**src/rtl/shift8_seq_ctrl.sv**
```systemverilog
// shift8_seq_ctrl
//   Multi-cycle 8-bit shifter. It accepts an op, an operand and a shift amount
//   through a start/busy/done handshake. It then iterates a 0..3-position step
//   stage, applying up to 3 positions per SHIFT cycle, until the requested
//   amount is used up.
//
// Ports:
//   clk      - system clock, rising edge
//   reset_n  - asynchronous active-low reset
//   start    - request strobe, sampled while not busy (IDLE or DONE)
//   op       - 00 LSR, 01 LSL, 10 ASR, 11 ROR
//   d_in     - operand, captured with start
//   shamt    - shift amount, captured with start
//   busy     - high exactly in SHIFT cycles
//   done     - one-cycle pulse, d_out holds the result
//   d_out    - work/result register
//
// Build option:
//   SHIFT_SEQ_CLAMP_EN - pre-reduce shamt at acceptance: LSR/LSL/ASR clamp
//   values >= 8 to 8, and ROR takes shamt mod 8. Results are unchanged and
//   only the latency shrinks. The option has no effect when AMT_W <= 3.

module shift8_seq_ctrl #(
    parameter int unsigned AMT_W = 3
) (
    input  logic             clk,
    input  logic             reset_n,
    input  logic             start,
    input  logic [1:0]       op,
    input  logic [7:0]       d_in,
    input  logic [AMT_W-1:0] shamt,
    output logic             busy,
    output logic             done,
    output logic [7:0]       d_out
);

    // Positions the 2-bit step stage can apply in one cycle.
    localparam int unsigned STEP_MAX = 3;

    typedef enum logic [1:0] {
        S_IDLE,
        S_SHIFT,
        S_DONE
    } state_e;

    typedef enum logic [1:0] {
        OP_LSR = 2'b00,
        OP_LSL = 2'b01,
        OP_ASR = 2'b10,
        OP_ROR = 2'b11
    } op_e;

    state_e           state_q, state_d;
    op_e              op_q;
    logic [AMT_W-1:0] rem_q;
    logic [AMT_W-1:0] eff_amt;
    logic [1:0]       step;
    logic             accept;

    // Single 4:1-mux step stage: shift d by s (0..3) positions according to o.
    function automatic logic [7:0] step_shift(input op_e o, input logic [7:0] d,
                                              input logic [1:0] s);
        logic [7:0] r;
        r = d;
        unique case (o)
            OP_LSR: r = d >> s;
            OP_LSL: r = d << s;
            OP_ASR: r = $signed(d) >>> s;
            OP_ROR: r = (d >> s) | (d << (3'd0 - 3'(s)));
        endcase
        return r;
    endfunction

    // start is only accepted outside SHIFT; while in SHIFT it is ignored.
    assign accept = start && (state_q != S_SHIFT);

`ifdef SHIFT_SEQ_CLAMP_EN
    // Reduce the amount up front. Beyond 8 positions LSR/LSL/ASR are already
    // saturated, and ROR repeats every 8 positions.
    always_comb begin
        int unsigned a;
        a = int'(shamt);
        if (op_e'(op) == OP_ROR)
            a = a % 8;
        else if (a > 8)
            a = 8;
        eff_amt = AMT_W'(a);
    end
`else
    assign eff_amt = shamt;
`endif

    // Step for the current cycle is min(remaining, STEP_MAX).
    always_comb begin
        if (rem_q >= AMT_W'(STEP_MAX))
            step = 2'(STEP_MAX);
        else
            step = rem_q[1:0];
    end

    // State register
    always_ff @(posedge clk or negedge reset_n) begin
        if (!reset_n)
            state_q <= S_IDLE;
        else
            state_q <= state_d;
    end

    // Next-state logic
    always_comb begin
        state_d = state_q;
        unique case (state_q)
            S_IDLE, S_DONE: begin
                if (accept)
                    state_d = (eff_amt == '0) ? S_DONE : S_SHIFT;
                else
                    state_d = S_IDLE;
            end
            S_SHIFT: begin
                if (rem_q == AMT_W'(step))
                    state_d = S_DONE;
            end
            default: state_d = S_IDLE;
        endcase
    end

    // Outputs
    always_comb begin
        busy = 1'b0;
        done = 1'b0;
        unique case (state_q)
            S_SHIFT: busy = 1'b1;
            S_DONE:  done = 1'b1;
            default: ;
        endcase
    end

    // Datapath: work register, latched op and remaining count
    always_ff @(posedge clk or negedge reset_n) begin
        if (!reset_n) begin
            d_out <= '0;
            op_q  <= OP_LSR;
            rem_q <= '0;
        end else if (accept) begin
            d_out <= d_in;
            op_q  <= op_e'(op);
            rem_q <= eff_amt;
        end else if (state_q == S_SHIFT) begin
            d_out <= step_shift(op_q, d_out, step);
            rem_q <= rem_q - AMT_W'(step);
        end
    end

endmodule
```
**config.mk**
```make
export PLATFORM = sky130hd
export DESIGN_NAME = shift8_seq_ctrl
export DESIGN_NICKNAME = d
export VERILOG_FILES = /design/src/rtl/shift8_seq_ctrl.sv
export SDC_FILE = /design/constraint.sdc
export NUM_CORES = 1
export LEC_CHECK = 0
export CAP_MARGIN = 20
export CORE_MARGIN = 5
export CORE_UTILIZATION = 48
export CTS_CLUSTER_SIZE = 12
export DETAILED_ROUTE_END_ITERATION = 12
export HOLD_SLACK_MARGIN = 0.12
export PLACE_DENSITY = 0.8
export SLEW_MARGIN = 40
export SYNTH_ARGS = -nofsm -noshare
export SYNTH_HDL_FRONTEND = slang
export SYNTH_SLANG_ARGS = --single-unit
```
**constraint.sdc**
```tcl
create_clock -name clk -period 2.73 [get_ports clk]
set_clock_uncertainty 0.15 [all_clocks]
set_input_delay 0.546 -clock clk [delete_from_list [all_inputs] [get_ports clk]]
set_output_delay 0.546 -clock clk [all_outputs]
set_load 0.005 [all_outputs]
```
# --- Word level (Yosys, flattened, before mapping) ---
# Index checks and enable logic that the tools add are counted.
# Widths: inputs -> output; s select.
word_totals:
  register_bits: 15
  latch_bits: 0
  mem_bits_rw: 0
  romBits: 0
  in_bits: 16
  out_inout_bits: 10
  wordCells: 38
  n_memories: 0
classes:
  add_sub_neg: 2
  mul: 0
  n_div: 0
  n_lt_le_gt_ge: 1
  n_eq_ne: 8
  shift: 4
  mux: 12
  bitwise_logic: 1
  reduce_logical: 6
op_table:
  columns: ["op", "count"]
  rows:
  - ["$pmux 8 s4", 1]
  - ["$mux 8", 2]
  - ["$mux 2", 4]
  - ["$or 8x8->8", 1]
  - ["$shl 8x2->8", 1]
  - ["$shl 8x3->8", 1]
  - ["$shr 8x2->8", 1]
  - ["$sshr 8x2->8", 1]
  - ["$eq 2x2->1 const B", 3]
  - ["$mux 3", 2]
  - ["$eq 2x1->1 const B", 2]
  - ["$logic_not 2->1", 2]
  - ["$pmux 2 s2", 1]
  - ["$eq 3x2->1", 1]
  - ["$ge 3x2->1 const B", 1]
  - ["$logic_not 3->1", 1]
  - ["$sub 1x2->3 const A", 1]
  - ["$sub 3x2->3", 1]
  - ["$mux 1", 2]
  - ["$ne 2x1->1 const B", 1]
  - ["$ne 2x2->1 const B", 1]
  - ["$reduce_bool 2->1", 1]
  - ["$reduce_or 2->1", 1]
  - ["$logic_and 1x1->1", 1]

# --- Longest topological paths before layout ---
# Gate-level depths: netlist of the first run.
logic_depth:
  word_depth: 8
  mapped_depth: 12
  depth_no_buf: 8

# --- Least setup slack after synthesis of the first run ---
# Ideal clock, no wire load.
synth_timing:
  path_kind: "reg2reg"
  from: "register rem_q[2]"
  to: "register d_out[3]"
  arrival_ns: 2.424
  t_required_ns: 2.456
  slack_ns: 0.033
  path_stages_with_launch: 13
  path_buffers: 4
  cell_sequence: "dfrtp_1 -> buf_6 -> or2_1 -> buf_6 -> inv_2 -> buf_2 -> ha_1 -> buf_2 -> mux2_2 -> mux2_2 -> nand2_1 -> a21boi_0 -> o31a_1"
synth_between:
  elab_chain_len: 8
  word_cells_on_any_way: 11
synth_lines:
  columns: ["item", "line", "rtl"]
  rows:
  - ["from (decl)", "55", "logic [AMT_W-1:0] rem_q;"]
  - ["from (signal assigned)", "147", "rem_q <= eff_amt;"]
  - ["from (signal assigned)", "150", "rem_q <= rem_q - AMT_W'(step);"]
  - ["$ge 3x2->1 *", "95", "if (rem_q >= AMT_W'(STEP_MAX))"]
  - ["$mux 2 *", "95", null]
  - ["$sub 1x2->3", "69", "OP_ROR: r = (d >> s) | (d << (3'd0 - 3'(s)));"]
  - ["$shl 8x3->8", "69", null]
  - ["$or 8x8->8", "69", null]
  - ["$pmux 8 s4 *", "65", "unique case (o)"]
  - ["$mux 8 *", "148", "end else if (state_q == S_SHIFT) begin"]
  - ["$mux 8 *", "144", "end else if (accept) begin"]
  - ["to (signal assigned)", "145", "d_out <= d_in;"]
  - ["to (signal assigned)", "149", "d_out <= step_shift(op_q, d_out, step);"]
  - ["to (decl)", "34", "output logic [7:0] d_out"]
# Mark *: on every way between the ends. The rest lies on a longest branch, timed or not. The select of a mux whose other input is x is not followed.
# A chain may end at the register's enable or synchronous reset.

# --- Final worst setup path of the first run ---
layout_timing:
  from: "register rem_q[1]"
  to: "register d_out[3]"
layout_between:
  elab_chain_len: 8
  word_cells_on_any_way: 11
layout_lines:
  columns: ["item", "line"]
  rows:
  - ["$ge 3x2->1", "95"]
  - ["$mux 2 *", "95"]
  - ["$sub 1x2->3", "69"]
  - ["$shl 8x3->8", "69"]
  - ["$or 8x8->8", "69"]
  - ["$pmux 8 s4 *", "65"]
  - ["$mux 8 *", "148"]
  - ["$mux 8 *", "144"]
# Marked as above.

==> impl_metrics.csv, run 1 <==
group,metric,value,unit
synth,syn_inst,188,
timing,setup_slack,0.305,ns
power_and_ir_drop,clkPwrFrac,5.0,%
synth,synth_nets,208,
global_routing,antenna_found_initial,0,
route,drtIter0Drc,201,
clocking,numCtsBuffers,3,
route,wl_per_cell,17.3,µm
clocking,htreeDepth,1,
floorplanning,die_w,67.3,µm
timing,fin_crit_sh,88.8,%
place,place_ws,0.366,ns
synth,synth_area,1570,µm²
route,drc,0,
synth,ys_types,43,
power_and_ir_drop,power.internal,0.00137,W
floorplanning,row_count,20,
power_and_ir_drop,p_leak,0.749,nW
setup_path,cp-start-kind,"flop",
cells_and_area,final_nets,227,
outcome,outcome,"complete, no violations",
synth,synth-seq-cells,15,
floorplanning,io_pins,26,
clocking,clkLatencyLatePin,0.29,ns
setup_path,rr_startpoint,"rem_q[1]",
route,drt-pass1-iter-count,4,
hold_path,hp-class,"flop to flop",
clocking,path_clk_slew,0.10,ns
place,portBuffers,25,
place,hpwl,3110,µm
floorplanning,core,3100,µm²
power_and_ir_drop,sw_frac_of_total,49.4,%
cells_and_area,fillCellCount,287,
route,vias_per_cell,6.19,
synth,ys_seq_area_share,23.8,%
clocking,ctsHoldBuffers,0,
timing,maxSlewHeadroom,72.2,%
cells_and_area,multi_input_area,1070,µm²
setup_path,crit_arrival,2.45,ns
clocking,clock_sinks,15,
synth,synth_area_leaders,"dfrtp_1, mux2i_1, mux4_2, nand2_1, mux2_2",
synth,yosysTopAreaCell,"dfrtp_1",
timing,setup-tns-final,0,ns
cells_and_area,seqCellArea,375,µm²
floorplanning,die_area,4520,µm²
setup_path,startpoint,"rem_q[1]",
timing,tightest_slew,0.417,ns
timing,rsz0062_at_grt,"false",
cells_and_area,syn_to_final_growth,19.2,%
clocking,tritoncts,"built",
setup_path,cp-end-kind,"flop",
power_and_ir_drop,power-per-cell-area,1440,nW/µm²
timing,maxSlewViolCount,0,
synth,synth-main-ff-cell,"dfrtp_1",
timing,hold_violations,0,
route,vias,1548,
global_routing,gr-total-overflow,0,
setup_path,path_max_fanout,9,
power_and_ir_drop,pwr-share-comb,72.0,%
synth,synth_top_area_share,23.8,%
floorplanning,die_h,67.3,µm
global_routing,grt_max_degree,22,
clocking,clock_path_buffers,2,
power_and_ir_drop,switchingPower,0.00133,W
cells_and_area,num_antenna_cells,0,
clocking,cts-root-buf,"clkbuf_4",
route,wirelength,4330,µm
timing,setup_viol,0,
hold_path,hp-start,"state_q[0]",
job,cap_viol_max_count,0,
synth,async_flop_share,100,%
global_routing,grt.total_usage,21.5,%
setup_path,required,2.76,ns
clocking,ctsResizeCount,0,
synth,synth_warnings,0,
cells_and_area,drive_gt1_share,13.1,%
timing,clock.fmax,412,MHz
route,ant_nets,0,
synth,avgSynthCellArea,8.37,µm²
power_and_ir_drop,p_seq_share,23.0,%
global_routing,grt_pass1_vias,1492,
global_routing,grt_first_pass_wirelength,7400,µm
floorplanning,start_util,50.7,%
setup_path,path_class,"flop to flop",
clocking,postCtsSetupBuffers,0,
synth,synth_edf_count,0,
place,place.gp.congestion,0.963,
timing,min_period,2.43,ns
power_and_ir_drop,ir_worst_vdd,0.644,mV
[cells by family (layout without fill, tap and decap cells)]
logic type | Yosys count | in the layout | synth area share (%)
AO/OA/AOI/OAI | 58 | 58 | 24.1
adder cells (fa/ha/maj) | 4 | 4 | 3.18
buffers and inverters | 27 | 45 | 7.87
flip-flops | 15 | 15 | 23.8
multiplexers | 32 | 32 | 24.1
AND/OR/NAND/NOR | 52 | 52 | 16.9
[power groups by stage]
stage	combinational [W]	clock [W]	sequential (W)
finish	0.00194	0.000134	0.000622
global route	0.00214	0.000152	0.000651
CTS	0.00192	0.000139	0.000607
detailed placement	0.00190	0	0.000613
global placement	0.00185	0	0.000608
floorplan	0.00155	0	0.000435
[layer usage]
metal | part of all wire (%) | GRT usage (%) | routed length (µm) | up-vias
met2 | 46 | 34.4 | 2010 | 92
met5 | 0 | 0 | 0 | -
met4 | 2.0 | 6.84 | 87 | 0
met3 | 11 | 2.50 | 462 | 8
li1 | - | - | - | 727
met1 | 41 | 30.1 | 1780 | 721
[synthesized netlist by cell type, types with 4 or more instances]
| master | count |
|---|---|
| a211oi_1 | 6 |
| mux2_2 | 7 |
| nand2b_1 | 6 |
| clkbuf_1 | 12 |
| o21ai_0 | 12 |
| dfrtp_1 | 15 |
| nor3_1 | 7 |
| nand2_1 | 22 |
| ha_1 | 4 |
| inv_1 | 4 |
| mux4_2 | 4 |
| nor2b_1 | 6 |
| o211ai_1 | 4 |
| a21oi_1 | 13 |
| buf_2 | 6 |
| mux2i_1 | 21 |
[sequential cells by signal, summed over array words and instances, names as in the netlist]
| name | count |
|---|---|
| d_out | 8 |
| state_q | 2 |
| rem_q | 3 |
| op_q | 2 |
[layout by cell type, fill, tap and decap left out, drive strengths merged, types with 3 or more instances in the layout]
cell and instances:
o211ai 4, ha 4, o21ai 14, buf 10, mux4 4, mux2i 21
inv 5, o21a 3, a21oi 13, clkbuf 4, nand2b 6, dfrtp 15
clkdlybuf4s50 24, mux2 7, nor3 7, nand2 22, o22ai 3, a211oi 6
nor2b 6, a221oi 3
[critical path, cell delays in order (launching register included)]
cell	delay [ns]
dfrtp_1	0.49
or2_1	0.18
inv_2	0.05
ha_1	0.40
mux2_2	0.37
mux2_2	0.28
nand2_1	0.06
a21boi_0	0.08
o31a_1	0.25
[area by class of cell]
| class | count | share of cell area, % |
|---|---|---|
| Multi-Input combinational cell | 146 | 57.3 |
| Inverter | 6 | 1.20 |
| Timing Repair Buffer | 35 | 17.2 |
| Tap cell | 44 | 2.93 |
| Sequential cell | 15 | 20.0 |
| Clock buffer | 4 | 1.40 |
[final timing paths]
| path | endpoint | slack (ns) | cells past startpoint |
|---|---|---|---|
| setup / recovery | d_out[3] | 0.30 | 8 |
| max in group asynchronous | d_out[4] | 1.62 | 2 |
| hold / removal | state_q[1] | 0.36 | 1 |
| setup reg to reg | d_out[3] | 0.30 | 8 |
| min in group asynchronous | state_q[1] | 0.53 | 2 |
| hold reg to reg | state_q[1] | 0.36 | 1 |
[per-stage QoR]
step,total power (W),cell area [µm²],hold WS (ns),utilization [%],std cells
floorplan,0.00199,1570,0.100,-,188
global placement,0.00246,1850,0.328,59.5,245
detailed placement,0.00251,1850,0.348,59.5,245
CTS,0.00266,1870,0.361,60.3,249
global route,0.00294,1880,0.413,60.5,250
finish,0.00270,1880,0.360,60.5,250
No activity file was read; power rests on OpenSTA's default activity.
==> run 2, diff against run 1 <==
SKIP_LAST_GASP = 1   (was default)
==> results of run 2 <==
The final DEF is identical to that of run 1; final timing and power are the same.
==> RTL change 1 (flow settings as in run 2) <==
The parameter `AMT_W` goes from 3 to 2. Comments in the files are not updated.
--- a/src/rtl/shift8_seq_ctrl.sv
+++ b/src/rtl/shift8_seq_ctrl.sv
@@ -21,7 +21,7 @@
 //   only the latency shrinks. The option has no effect when AMT_W <= 3.
 
 module shift8_seq_ctrl #(
-    parameter int unsigned AMT_W = 3
+    parameter int unsigned AMT_W = 2
 ) (
     input  logic             clk,
     input  logic             reset_n,
Interface: changed (resized shamt); port bits go from 26 to 25. No check against the original RTL was run, so the function may have changed too.
==> RTL change 1 against run 2 <==
  * Utilization down 0.77 points
  * First-iteration DRC count down 73%
  * Routed wire length down 11%
  * Worst hold slack better by 5.6 ps
  * Critical path depth down 5
  * Sequential cell count down 1
  * Cell area down 12%
  * Area after synthesis down 12%
  * Global-route usage down 1.9 points
  * Synthesized cell count down 18%
  * Setup slack better by 45 ps
  * Highest routed layer unchanged
Power is not compared: it rests on default switching activity, and its combinational part moved more than twofold at a synthesized area within 25%.
==> RTL change 1: results (changes against run 2) <==
routed metal-1 wirelength: 1520 um (-15%)
TritonCTS buffer count: 3 (unchanged)
synth top area cells: dfrtp_1 (25%), mux2i_1 (19%), mux4_2 (6.5%)
Max Used Layer: met4
met2 track demand over resource: 32.9% (-1.4 points)
Top Family by Delay on Critical Path: buffers and inverters
DR WL met2: 1890 um (-5.9%)
drt total wl: 3840 um (-11%)
pin slew with the least headroom to its limit: 672 ps (+254 ps)
final std cells w/o fill: 202 (-19%)
fill cell count: 242 (-16%)
initial antenna violation count: 0 (unchanged)
run status: finished clean
Largest Register: d_out
crit path max-delay cell type: clkdlybuf4s50_1
Syn Nets: 172 (-17%)
Reg clk slew, reported paths: 80 ps (-20 ps)
post-synth cell types: 41 (-4.7%)
post-synthesis async set-or-reset flop share: 100% (unchanged)
vias per inst: 6.70 (+8.2%)
diodes inserted: 0 (unchanged)
Max stage delay on crit path: 570 ps (+80 ps)
routed length on met3: 366 um (-21%)
Synth warnings: 0 (unchanged)
DP Worst Slack: 539 ps (+173 ps)
share of layout cells above drive strength 1: 9.94% (-3.2 points)
Leakage: 0.671 nW
Post-CTS Resized: 0 (unchanged)
iteration-0 DRC count of the detailed router: 55 (-73%)
GP Congestion: 1.01 (+5.2%)
M3 GR Usage: 5.60% (+3.1 points)
Cell Area, Placed: 0.00162 mm^2 (-12%)
sequential-to-total area share from yosys stat: 25.2% (+1.3 points)
crit path max fanout: 11 (+2)
largest net degree at the start of global routing: 23 (+4.5%)
Largest register FFs: 8 (unchanged)
Post-route DRC: 0 (unchanged)
Port Buf Inserts: 24 (-4.0%)
Post-DP HPWL: 2770 um (-11%)
VDD IR-drop max: 0.524 mV
vias in the first global route: 1,320 (-12%)
first-pass GRT wire length: 6440 um (-13%)
GR Util All Layers: 19.6% (-1.9 points)
multi-input logic area: 938 um^2 (-13%)
Post-CTS Setup Inserts: 0 (unchanged)
clk root buf: clkbuf_4
met1 Use GR: 24.3% (-5.8 points)
syn_area_per_cell: 9.03 um^2 (+7.9%)
Worst Path Arrival: 1680 ps (-770 ps)
Hold Vio Cnt, Final: 0 (unchanged)
worst-case clock buffer depth: 2 (unchanged)
HP Class: register to register
final net count: 191 (-16%)
worst skew pair latency: 280 ps
synth cell count leaders: mux2i_1 (26), nand2_1 (15), dfrtp_1 (14)
==> RTL change 1: cell count changes after synthesis, moves of 5 or more <==
cell,delta
nor2_1,+5
o21ai_0,-5
a21oi_1,-8
nand2_1,-7
nor3_1,-7
clkbuf_1,-6
mux2i_1,+5
==> RTL change 1: logic make-up (layout without fill, tap and decap cells) <==
group / count (synthesis) / after routing / synth area share (%)
flops: 14 / 14 / 25.2
compound gates: 43 / 43 / 22.1
simple gates: 40 / 40 / 14.2
fa+ha+maj: 3 / 3 / 2.70
buf+inv: 20 / 37 / 7.37
mux: 34 / 34 / 28.4
==> RTL change 1: worst reg2reg max path: stages (launching register included) <==
cell and delay (ps):
dfrtp_1 470, inv_1 100, ha_1 370, inv_1 200, mux4_2 520, a211o_1 310, o211ai_2 60
==> RTL change 1: report_power, final <==
part / total [mW] / internal [mW] / switching, mW
registers: 0.415 / 0.269 / 0.146
logic: 0.842 / 0.434 / 0.408
clock network: 0.118 / 0.0513 / 0.0670
==> RTL change 1: path summary, 6_finish.rpt <==
kind                       slack, ps  cells after the start              startpoint                endpoint
max                              350                      3  state_q[1]$_DFFE_PN0P_                    busy
min                              370                      1  state_q[0]$_DFFE_PN0P_  state_q[0]$_DFFE_PN0P_
max reg2reg                      470                      6    rem_q[1]$_DFFE_PN0P_    d_out[7]$_DFFE_PN0P_
min reg2reg                      370                      1  state_q[0]$_DFFE_PN0P_  state_q[0]$_DFFE_PN0P_
max in group asynchronous       1490                      1                 reset_n    rem_q[0]$_DFFE_PN0P_
min in group asynchronous        520                      1                 reset_n    d_out[4]$_DFFE_PN0P_
==> RTL change 1: layout make-up <==
class / count / share of cell area (%)
multi-input cells: 120 / 57.0
flip-flops and latches: 14 / 21.3
repair buffers: 29 / 16.9
well taps: 31 / 2.36
clock buffers: 3 / 1.37
inverters: 5 / 1.14
==> RTL change 2 (config.mk and constraints of run 2) <==
Made on the original files. Register the inputs `start` and `d_in` before use, with the module's reset. The logic sees them one clock later. The other inputs are not delayed to match.
--- a/src/rtl/shift8_seq_ctrl.sv
+++ b/src/rtl/shift8_seq_ctrl.sv
@@ -50,6 +50,19 @@
         OP_ROR = 2'b11
     } op_e;
 
+    logic start_q;
+    logic [7:0] d_q;
+
+    always_ff @(posedge clk or negedge reset_n) begin
+        if (!reset_n) begin
+            start_q <= '0;
+            d_q     <= '0;
+        end else begin
+            start_q <= start;
+            d_q     <= d_in;
+        end
+    end
+
     state_e           state_q, state_d;
     op_e              op_q;
     logic [AMT_W-1:0] rem_q;
@@ -72,7 +85,7 @@
     endfunction
 
     // start is only accepted outside SHIFT; while in SHIFT it is ignored.
-    assign accept = start && (state_q != S_SHIFT);
+    assign accept = start_q && (state_q != S_SHIFT);
 
 `ifdef SHIFT_SEQ_CLAMP_EN
     // Reduce the amount up front. Beyond 8 positions LSR/LSL/ASR are already
@@ -142,7 +155,7 @@
             op_q  <= OP_LSR;
             rem_q <= '0;
         end else if (accept) begin
-            d_out <= d_in;
+            d_out <= d_q;
             op_q  <= op_e'(op);
             rem_q <= eff_amt;
         end else if (state_q == S_SHIFT) begin
Function: changed (Yosys sat finds a counterexample within 4 cycles, from zero or initial values and one cycle with reset_n low).
==> RTL change 2 against run 2 <==
  * Clock power up 19%
  * Via count rose by 4.4%
  * Routed wire length hardly changed
  * Setup slack lost 110 ps
  * Highest routed layer unchanged
  * First-iteration DRC count down 25%
  * Cell area rose by 7.8%
  * Total power down 0.30%
  * Critical path type unchanged
  * Sequential cell count grew 9
  * Area after synthesis grew 9.4%
  * Combinational power decreased by 6%
==> RTL change 2: results (changes against run 2) <==
crit path max-delay cell type: dfrtp_1
Cell Area, Placed: 0.00200 mm^2 (+8.4%)
DP Worst Slack: 226 ps (-140 ps)
post-synthesis async set-or-reset flop share: 100% (unchanged)
VDD IR-drop max: 0.588 mV (-8.7%)
Leakage: 0.845 nW (+13%)
setup TNS: 0 ps (unchanged)
drt wl/cell: 16.5 um (-5.0%)
run status: finished clean
worst-case clock buffer depth: 2 (unchanged)
worst skew pair latency: 310 ps (+20 ps)
Largest regs: d_out x8, d_q x8, rem_q x3
HP Class: register to register
Post-DP HPWL: 3080 um (-1.0%)
fill cell count: 307 (+7.0%)
synth cell count leaders: nand2_1 (26), dfrtp_1 (24), mux2i_1 (21)
largest net degree at the start of global routing: 25 (+14%)
iteration-0 DRC count of the detailed router: 151 (-25%)
clk root buf: clkbuf_4
Worst Path Arrival: 2650 ps (+200 ps)
Pre-antenna DRT Iters: 4 (unchanged)
Max stage delay on crit path: 480 ps
Via Count: 1,616 (+4.4%)
vias in the first global route: 1,517 (+1.7%)
drt total wl: 4330 um (about the same)
TritonCTS buffer count: 3 (unchanged)
Reg clk slew, reported paths: 140 ps (+40 ps)
GP Congestion: 0.935 (-2.9%)
sequential-to-total area share from yosys stat: 34.9% (+11 points)
Post-CTS Resized: 0 (unchanged)
Post-CTS Setup Inserts: 0 (unchanged)
diodes inserted: 0 (unchanged)
cell count after placement: 260 (+6.1%)
crit path max fanout: 11 (+2)
Top Family by Delay on Critical Path: compound AO/OA/AOI/OAI gates
commonest register cell after synthesis: dfrtp_1
final net count: 239 (+5.3%)
initial antenna violation count: 0 (unchanged)
Port Buf Inserts: 25 (unchanged)
Sw Pwr: 1.35 mW (+0.97%)
H-tree depth: 1 (unchanged)
pin slew with the least headroom to its limit: 697 ps (+280 ps)
synth top area cells: dfrtp_1 (35%), mux2i_1 (12%), nand2_1 (5.7%)
share of layout cells above drive strength 1: 8.76% (-4.4 points)
first-pass GRT wire length: 7310 um (-1.2%)
Mapped Cells: 200 (+6.4%)
Syn Nets: 220 (+5.8%)
post-synth cell types: 42 (-2.3%)
GR Util All Layers: 17.9% (-3.6 points)
-- RTL change 2: cell types whose count changed in the layout (fill, tap and decap cells not counted), sizes merged, moves of 3 or more --
cell	change
a21oi	+4
o21ai	-5
nand2	+4
mux2	-5
o211ai	-3
nand2b	-3
mux4	-3
a211oi	+3
nor2	+7
nor3b	+3
dfrtp	+9
-- RTL change 2: final cells by class --
cell class / instances / area (um^2) / area share (%)
inverters: 8 / 31.3 / 1.55
flip-flops and latches: 24 / 601 / 29.7
multi-input cells: 148 / 993 / 49.1
repair buffers: 34 / 318 / 15.7
well taps: 46 / 57.6 / 2.84
clock buffers: 3 / 22.5 / 1.11
-- RTL change 2: worst reg2reg max path: stages (launching register included) --
cell      delay, ps
dfrtp_1         480
or2_2           410
inv_1           110
ha_1            270
inv_1           210
a21oi_2          60
a2111o_1        390
a32o_1          270
a21oi_2         130
-- RTL change 2: metal layers --
layer  GRT usage (%)  routed length, um  share of wire [%]  vias up
li1                -                  -                  -      770
met1            25.3               1850                 43      739
met2            28.3               1990                 46       97
met3            2.87                418                9.7       10
met4            4.68                 71                1.6        0
met5               0                  0                  0        -
-- RTL change 2: path summary, 6_finish.rpt --
kind	endpoint	from	cells past startpoint	slack [ps]
worst max-delay path	d_out[6]$_DFFE_PN0P_	rem_q[1]$_DFFE_PN0P_	8	190
worst min-delay path	state_q[1]$_DFFE_PN0P_	state_q[0]$_DFFE_PN0P_	1	380
worst max register to register	d_out[6]$_DFFE_PN0P_	rem_q[1]$_DFFE_PN0P_	8	190
worst min register to register	state_q[1]$_DFFE_PN0P_	state_q[0]$_DFFE_PN0P_	1	380
max in group asynchronous	rem_q[0]$_DFFE_PN0P_	reset_n	2	1750
min in group asynchronous	d_out[6]$_DFFE_PN0P_	reset_n	2	430
-- RTL change 2: power groups by stage --
| stage | logic, mW | clock network, mW | registers, mW |
|---|---|---|---|
| floorplan | 1.42 | 0 | 0.584 |
| finish | 1.83 | 0.159 | 0.698 |
| detailed placement | 1.81 | 0 | 0.695 |
| global placement | 1.79 | 0 | 0.694 |
| global route | 2.02 | 0.172 | 0.722 |
| CTS | 1.82 | 0.159 | 0.689 |
-- RTL change 2: logic make-up (layout without fill, tap and decap cells) --
logic type | Yosys count | after routing | share of synthesized area (%)
flops | 24 | 24 | 34.9
fa+ha+maj | 4 | 4 | 2.91
mux | 24 | 24 | 14.8
buf+inv | 28 | 45 | 7.41
compound gates | 61 | 61 | 24.0
simple gates | 59 | 59 | 16.0
